===== src/rtl/pes_usr_pkg.sv =====
// rtl/pes_usr_pkg.sv - shared constants, FSM state type and helpers for the pes_usr controller
// Purpose: mode/op encodings and state typedef used by pes_usr_ctrl and pes_usr_cmd_buf.
// Ports: none (package).
package pes_usr_pkg;

  localparam logic [1:0] MODE_HOLD = 2'b00;
  localparam logic [1:0] MODE_SHR  = 2'b01;
  localparam logic [1:0] MODE_SHL  = 2'b10;
  localparam logic [1:0] MODE_LOAD = 2'b11;

  localparam logic [1:0] OP_LOAD     = 2'b00;
  localparam logic [1:0] OP_SHR      = 2'b01;
  localparam logic [1:0] OP_SHL      = 2'b10;
  localparam logic [1:0] OP_LOAD_SHL = 2'b11;

  typedef enum logic [1:0] {
    ST_IDLE,
    ST_LOAD,
    ST_SHIFT,
    ST_SETTLE
  } state_t;

  // First state of a freshly launched command.
  function automatic state_t launch_state(input logic [1:0] op, input logic amt_nz);
    if (op == OP_LOAD || op == OP_LOAD_SHL) return ST_LOAD;
    else if (amt_nz)                        return ST_SHIFT;
    else                                    return ST_SETTLE;
  endfunction

  // Register mode driven while sitting in a given state.
  function automatic logic [1:0] state_mode(input state_t st, input logic [1:0] op);
    case (st)
      ST_LOAD:  return MODE_LOAD;
      ST_SHIFT: return (op == OP_SHR) ? MODE_SHR : MODE_SHL;
      default:  return MODE_HOLD;
    endcase
  endfunction

endpackage


===== src/rtl/pes_usr_cmd_buf.sv =====
// rtl/pes_usr_cmd_buf.sv - one-entry pending command register
// Purpose: holds one command accepted while the controller is busy.
// Ports: clk, rst (async active-low); wr/wr_op/wr_data/wr_amt load the entry;
//        rd empties it; full/op/data/amt present the stored entry.
module pes_usr_cmd_buf
  import pes_usr_pkg::*;
#(
  parameter int WIDTH = 4,
  parameter int AMT_W = 2
) (
  input  logic             clk,
  input  logic             rst,
  input  logic             wr,
  input  logic [1:0]       wr_op,
  input  logic [WIDTH-1:0] wr_data,
  input  logic [AMT_W-1:0] wr_amt,
  input  logic             rd,
  output logic             full,
  output logic [1:0]       op,
  output logic [WIDTH-1:0] data,
  output logic [AMT_W-1:0] amt
);

  always_ff @(posedge clk or negedge rst) begin
    if (!rst) begin
      full <= 1'b0;
      op   <= OP_LOAD;
      data <= '0;
      amt  <= '0;
    end else if (wr) begin
      full <= 1'b1;
      op   <= wr_op;
      data <= wr_data;
      amt  <= wr_amt;
    end else if (rd) begin
      full <= 1'b0;
    end
  end

endmodule


===== src/rtl/pes_usr_ctrl.sv =====
// rtl/pes_usr_ctrl.sv - load/shift command sequencer for the pes_usr shift register
// Purpose: accepts LOAD/SHR/SHL/LOAD_SHL commands, drives pes_usr mode/in per cycle,
//          captures pes_usr q after a settle cycle and pulses done.
// Ports: clk, rst (async active-low); cmd_valid/cmd_ready/cmd_op/cmd_data/cmd_amt command
//        handshake; usr_mode/usr_in to pes_usr, usr_q from pes_usr; result/done/busy status.
// Config: define PES_USR_CTRL_QUEUE_EN for a one-entry pending command buffer.
module pes_usr_ctrl
  import pes_usr_pkg::*;
#(
  parameter int WIDTH = 4,
  parameter int AMT_W = 2
) (
  input  logic             clk,
  input  logic             rst,
  input  logic             cmd_valid,
  output logic             cmd_ready,
  input  logic [1:0]       cmd_op,
  input  logic [WIDTH-1:0] cmd_data,
  input  logic [AMT_W-1:0] cmd_amt,
  output logic [1:0]       usr_mode,
  output logic [WIDTH-1:0] usr_in,
  input  logic [WIDTH-1:0] usr_q,
  output logic [WIDTH-1:0] result,
  output logic             done,
  output logic             busy
);

  state_t           state, state_next;
  logic [1:0]       op_r, op_next;
  logic [AMT_W-1:0] cnt, cnt_next;
  logic [WIDTH-1:0] result_next, usr_in_next;
  logic             done_next;
  logic             accept;
  logic             launch;
  logic [1:0]       l_op;
  logic [WIDTH-1:0] l_data;
  logic [AMT_W-1:0] l_amt;

  assign accept = cmd_valid & cmd_ready;

`ifdef PES_USR_CTRL_QUEUE_EN
  logic             pend_full, pend_wr, pend_rd;
  logic [1:0]       pend_op;
  logic [WIDTH-1:0] pend_data;
  logic [AMT_W-1:0] pend_amt;

  pes_usr_cmd_buf #(.WIDTH(WIDTH), .AMT_W(AMT_W)) u_cmd_buf (
    .clk     (clk),
    .rst     (rst),
    .wr      (pend_wr),
    .wr_op   (cmd_op),
    .wr_data (cmd_data),
    .wr_amt  (cmd_amt),
    .rd      (pend_rd),
    .full    (pend_full),
    .op      (pend_op),
    .data    (pend_data),
    .amt     (pend_amt)
  );

  assign cmd_ready = !pend_full;
`else
  logic ready_r;
  assign cmd_ready = ready_r;
`endif

  always_comb begin
    state_next  = state;
    op_next     = op_r;
    cnt_next    = cnt;
    result_next = result;
    done_next   = 1'b0;
    launch      = 1'b0;
    l_op        = cmd_op;
    l_data      = cmd_data;
    l_amt       = cmd_amt;
`ifdef PES_USR_CTRL_QUEUE_EN
    pend_rd     = 1'b0;
    pend_wr     = 1'b0;
`endif
    case (state)
      ST_IDLE: begin
        if (accept) launch = 1'b1;
      end
      ST_LOAD: begin
        // cnt still holds the amount latched at launch.
        state_next = (op_r == OP_LOAD_SHL && cnt != '0) ? ST_SHIFT : ST_SETTLE;
      end
      ST_SHIFT: begin
        cnt_next = cnt - AMT_W'(1);
        if (cnt <= AMT_W'(1)) state_next = ST_SETTLE;
      end
      ST_SETTLE: begin
        done_next   = 1'b1;
        result_next = usr_q;
        state_next  = ST_IDLE;
`ifdef PES_USR_CTRL_QUEUE_EN
        // Pending entry has priority; otherwise a command arriving now launches directly.
        if (pend_full) begin
          launch  = 1'b1;
          pend_rd = 1'b1;
          l_op    = pend_op;
          l_data  = pend_data;
          l_amt   = pend_amt;
        end else if (accept) begin
          launch = 1'b1;
        end
`endif
      end
      default: state_next = ST_IDLE;
    endcase

`ifdef PES_USR_CTRL_QUEUE_EN
    // Accepted commands not consumed by a direct launch park in the buffer.
    pend_wr = accept && !(launch && !pend_rd);
`endif

    usr_in_next = usr_in;
    if (launch) begin
      op_next    = l_op;
      cnt_next   = l_amt;
      state_next = launch_state(l_op, l_amt != '0);
      if (state_next == ST_LOAD) usr_in_next = l_data;
    end
  end

  always_ff @(posedge clk or negedge rst) begin
    if (!rst) begin
      state    <= ST_IDLE;
      op_r     <= OP_LOAD;
      cnt      <= '0;
      usr_mode <= MODE_HOLD;
      usr_in   <= '0;
      result   <= '0;
      done     <= 1'b0;
      busy     <= 1'b0;
    end else begin
      state    <= state_next;
      op_r     <= op_next;
      cnt      <= cnt_next;
      usr_mode <= state_mode(state_next, op_next);
      usr_in   <= usr_in_next;
      result   <= result_next;
      done     <= done_next;
      busy     <= (state_next != ST_IDLE);
    end
  end

`ifndef PES_USR_CTRL_QUEUE_EN
  always_ff @(posedge clk or negedge rst) begin
    if (!rst) ready_r <= 1'b1;
    else      ready_r <= (state_next == ST_IDLE);
  end
`endif

endmodule


===== config.mk =====
export PLATFORM = sky130hd
export DESIGN_NAME = pes_usr_ctrl
export DESIGN_NICKNAME = d
export VERILOG_FILES = /design/src/rtl/pes_usr_pkg.sv /design/src/rtl/pes_usr_cmd_buf.sv /design/src/rtl/pes_usr_ctrl.sv
export SDC_FILE = /design/constraint.sdc
export NUM_CORES = 1
export LEC_CHECK = 0
export CAP_MARGIN = 20
export CORE_UTILIZATION = 45
export DETAILED_ROUTE_END_ITERATION = 6
export PLACE_DENSITY = 0.77
export SLEW_MARGIN = 40
export SYNTH_ARGS = -nofsm -noshare
export SYNTH_HDL_FRONTEND = slang
export SYNTH_HIERARCHICAL = 1
export SYNTH_SLANG_ARGS = --single-unit
export TNS_END_PERCENT = 1

===== constraint.sdc =====
create_clock -name clk -period 5.85 [get_ports clk]
set_input_delay 1.755 -clock clk [delete_from_list [all_inputs] [get_ports clk]]
set_output_delay 1.755 -clock clk [all_outputs]
set_load 0.02 [all_outputs]

# After elaboration in Yosys (flattened, before gate mapping)
# Index checks and enable logic that the tools add are counted.
# totals
output_inout_bits	13
elab_cells	46
regBits	19
inputBits	15
# op_classes
bitwise_logic	1
eq_ne	9
n_reduce_logical	10
muxes	15
add_sub_neg	1
order_cmp	1
# ops
operator	count
$mux W2	8
$eq A2 B2 Y1 const B	5
$eq A2 B1 Y1 const B	4
$reduce_bool A2 Y1	4
$logic_not A2 Y1	3
$pmux W2 S3	1
$mux W1	5
$pmux W2 S2	1
$le A2 B1 Y1 const B	1
$reduce_and A2 Y1	1
$sub A2 B1 Y2 const B	1
$and A1 B1 Y1	1
$logic_and A1 B1 Y1	1
$logic_or A1 B1 Y1	1

# Depth between registers and ports, before layout
# logic_depth
word_depth	7
ltp_mapped	9
depth_no_buf	8

# Worst setup path after synthesis
# No wires, ideal clock.
# synth_path
path_type	input to register
from	in cmd_op[0]
to	reg usr_mode[1]
cell_stages	6
required_ns	5.787
n_path_buf	0
arrival_ns	2.978
setup_slack_ns	2.809
setup_time_ns	0.063
cell_sequence	nor2b_1 nor3_4 a211oi_1 ha_1 nand2b_1 a21bo_2
# synth_between
elab_chain_len	7
elab_cells_between_ends	12
cone_classes	eq/ne: 4; mux: 6; reduce/logical: 2
# synth_rtl
element	line_no	rtl
start: declaration	pes_usr_ctrl.sv:17	input logic [1:0] cmd_op,
$eq A2 B2 Y1 or $logic_not A2 Y1 (tied branches)	pes_usr_pkg.sv:25	if (op == OP_LOAD || op == OP_LOAD_SHL) return ST_LOAD;
$logic_or A1 B1 Y1	pes_usr_pkg.sv:25	
$mux W2	pes_usr_pkg.sv:25	
$mux W2 (2 in a row)	pes_usr_ctrl.sv:119	if (launch) begin
$eq A2 B2 Y1 or $eq A2 B1 Y1 (tied branches)	pes_usr_pkg.sv:32	case (st)
$pmux W2 S2 *	pes_usr_pkg.sv:32	
end signal: assignment	pes_usr_ctrl.sv:141	usr_mode <= state_mode(state_next, op_next);
end: declaration	pes_usr_ctrl.sv:20	output logic [1:0] usr_mode,
# Mark *: on every way between the ends. The rest lies on a longest branch, timed or not. The select of a mux whose other input is x is not followed.
# A chain may end at the register's enable or synchronous reset.

# Worst setup path in the final report
# Ends and elaborated chain as after synthesis.

==> results.toml <==
[floorplanning]
start_util = 0.478
row_count = 16
coreArea_mm2 = 0.00196
io_pins = 28
dieWidth_um = 47.7
fp.dieH_um = 47.7
die_area_mm2 = 0.00227

[timing]
layout_min_cycle_time_ps = 3430
timing.fmax_mhz = 291
tns_ps = 0
finalWorstSetupSlack_ps = 2420
clock-skew-final_ps = 1.45
hold_violations = 0
worstMarginPinSlew_ps = 421
setup_violations = 0
relSlewSlack = 0.719
fin_crit_sh = 0.587
fin_hold_ws_ps = 517
drv_slew = 0
rsz0062_at_grt = "false"

[cells_and_area]
regArea_um2 = 477
num_antenna_cells = 0
nets = 134
multi_input_area_um2 = 439
final_util = 0.642
area_growth_pct = 34.3
final_cells = 136
final_layout_size_suffix_gt1_frac = 0.174
design_area_mm2 = 0.00126
nFillCells = 178

[routing]
wl_met3_um = 91
drt_iter0_drc = 7
num_vias = 662
wl_met1_um = 695
ant_nets = 0
drcViolationCount = 0
met2_length_um = 878
viasPerCell = 4.87
drt-pass1-iter-count = 4
topRoutingLayerUsed = "met4"
wl_um = 1710
wl_per_cell_um = 12.5

[power_and_ir_drop]
ir_worst_vdd_mv = 0.310
clockPowerShare = 0.092
p_per_area_mw_per_mm2 = 563
pwr-share-comb = 0.576
switchingPower_mw = 0.275
switching_share = 0.387
p_total_mw = 0.709
p_seq_frac = 0.332
p_leak_nw = 0.564
p_int_mw = 0.435

[synthesis]
netlist_area_um2 = 938
syn-num-nets = 103
synth_cell_type_count = 25
synth-main-ff-cell = "dfrtp_1"
ys_seq_area_frac = 0.508
synthCells = 79
synth_warnings = 6
avgSynthCellArea_um2 = 11.9
synth-edff-count = 0
async_flop_share = 1.00
ys_seq_elements = 19
synthTopCellsByArea = "dfrtp_1 48%, ha_1 12%, mux2_2 9.6%, nand2_1 3.6%, dfstp_2 2.8%"
synth_top_area_share = 0.480
yosys.area.top_type = "dfrtp_1"

[worst_setup_path]
criticalPathCategory = "primary input to flip-flop"
start_kind = "primary input"
endpoint_kind = "flip-flop"
path_max_fanout = 8
worstPathRequired_ps = 6090
worstPathArrival_ps = 3680

[cts]
clock_sinks = 19
ctsResizeCount = 0
cts_tree = "built"
cts_buffers = 3
postCtsSetupBuffers = 0
worstSkewPairLatency_ps = 290
path_clk_slew_ps = 100
cts_root_buffer = "clkbuf_4"
ctsHtreeMaxLevel = 1
ctsLongestPathBuffers = 2
cts.hold.buffers_added = 0

[global_routing]
grt_antenna_before_repair = 0
grt-ovfl-total = 0
grt_max_degree = 20
grt_pass1_vias = 641
grt.total_usage = 0.175
grt_pass1_wl_um = 2610

[place]
pre_cts_slack_ps = 2110
gp_congestion = 0.770
io_buffer_count = 27
place_hpwl_um = 1360
place_inst = 132
placed_cell_area_mm2 = 0.00124

[min_path]
hold_path.class = "flip-flop to flip-flop"

[flow_run]
cap_violations = 0

[status]
run_status = "finished clean"
-- area by class of cell --
| type | count | share of cell area |
|---|---|---|
| Clock buffer | 4 | 0.0209 |
| Inverter | 5 | 0.0149 |
| Multi-Input combinational cell | 54 | 0.349 |
| Sequential cell | 19 | 0.378 |
| Tap cell | 27 | 0.0268 |
| Timing Repair Buffer | 27 | 0.211 |
-- path summary, 6_finish.rpt --
path | start | to | slack [ps] | depth (start not counted)
max | cmd_op[0] | usr_mode[1]$_DFF_PN0_ | 2420 | 7
min | result[3]$_DFFE_PN0P_ | result[3]$_DFFE_PN0P_ | 520 | 1
max reg2reg | state[0]$_DFF_PN0_ | usr_mode[1]$_DFF_PN0_ | 3650 | 8
min reg2reg | result[3]$_DFFE_PN0P_ | result[3]$_DFFE_PN0P_ | 520 | 1
max in group asynchronous | rst | cmd_ready$_DFF_PN1_ | 4150 | 1
min in group asynchronous | rst | op_r[0]$_DFF_PN0_ | 1380 | 1
-- routing by layer --
metal	up-vias	global-route usage
met5	-	0
met4	0	0.106
met3	6	0.0717
met2	17	0.277
met1	313	0.198
li1	326	-
-- flip-flops by register name, summed over array words and instances, names as in the netlist --
name	count
op_r	2
done	1
cnt	2
cmd_ready	1
busy	1
result	4
usr_mode	2
usr_in	4
state	2
-- power by group through the flow --
stage	clock network (mW)	logic, mW	registers (mW)
final	0.0653	0.409	0.236
after global routing	0.0735	0.448	0.244
after CTS	0.0683	0.415	0.237
after detailed placement	0	0.411	0.239
after global placement	0	0.389	0.238
after floorplan	0	0.211	0.286
-- logic make-up after synthesis --
family / after synthesis / synth area share
AOI/OAI and AO/OA: 9 / 0.0653
xor gates and xnor gates: 1 / 0.00934
adders and majority gates: 9 / 0.120
buffers and inverters: 6 / 0.0240
DFF: 19 / 0.508
muxes: 9 / 0.107
and+or+nand+nor: 26 / 0.167
-- synth_stat cells, drive strengths merged (2+ instances only) --
library cell,count
nor2,3
o21ai,5
nor2b,4
nand2b,2
dfrtp,18
mux2,8
nand2,9
nor3,2
ha,9
inv,5
-- cells in the final DEF, fill, tap and decap left out, types with 2 or more instances in the layout --
master / instances
clkdlybuf4s50_1: 26
dfrtp_1: 18
nand2_1: 9
ha_1: 9
mux2_2: 8
inv_1: 5
o21ai_0: 5
nor2b_1: 4
nor2_1: 3
clkbuf_4: 3
nand2b_1: 2
-- critical path: stages --
cell and delay [ps]:
clkdlybuf4s50_1 490, nor2b_1 280, nor3_4 120, a211oi_1 360, ha_1 320, nand2b_1 160, a21bo_2 190
(Power assumes the default switching activity.)
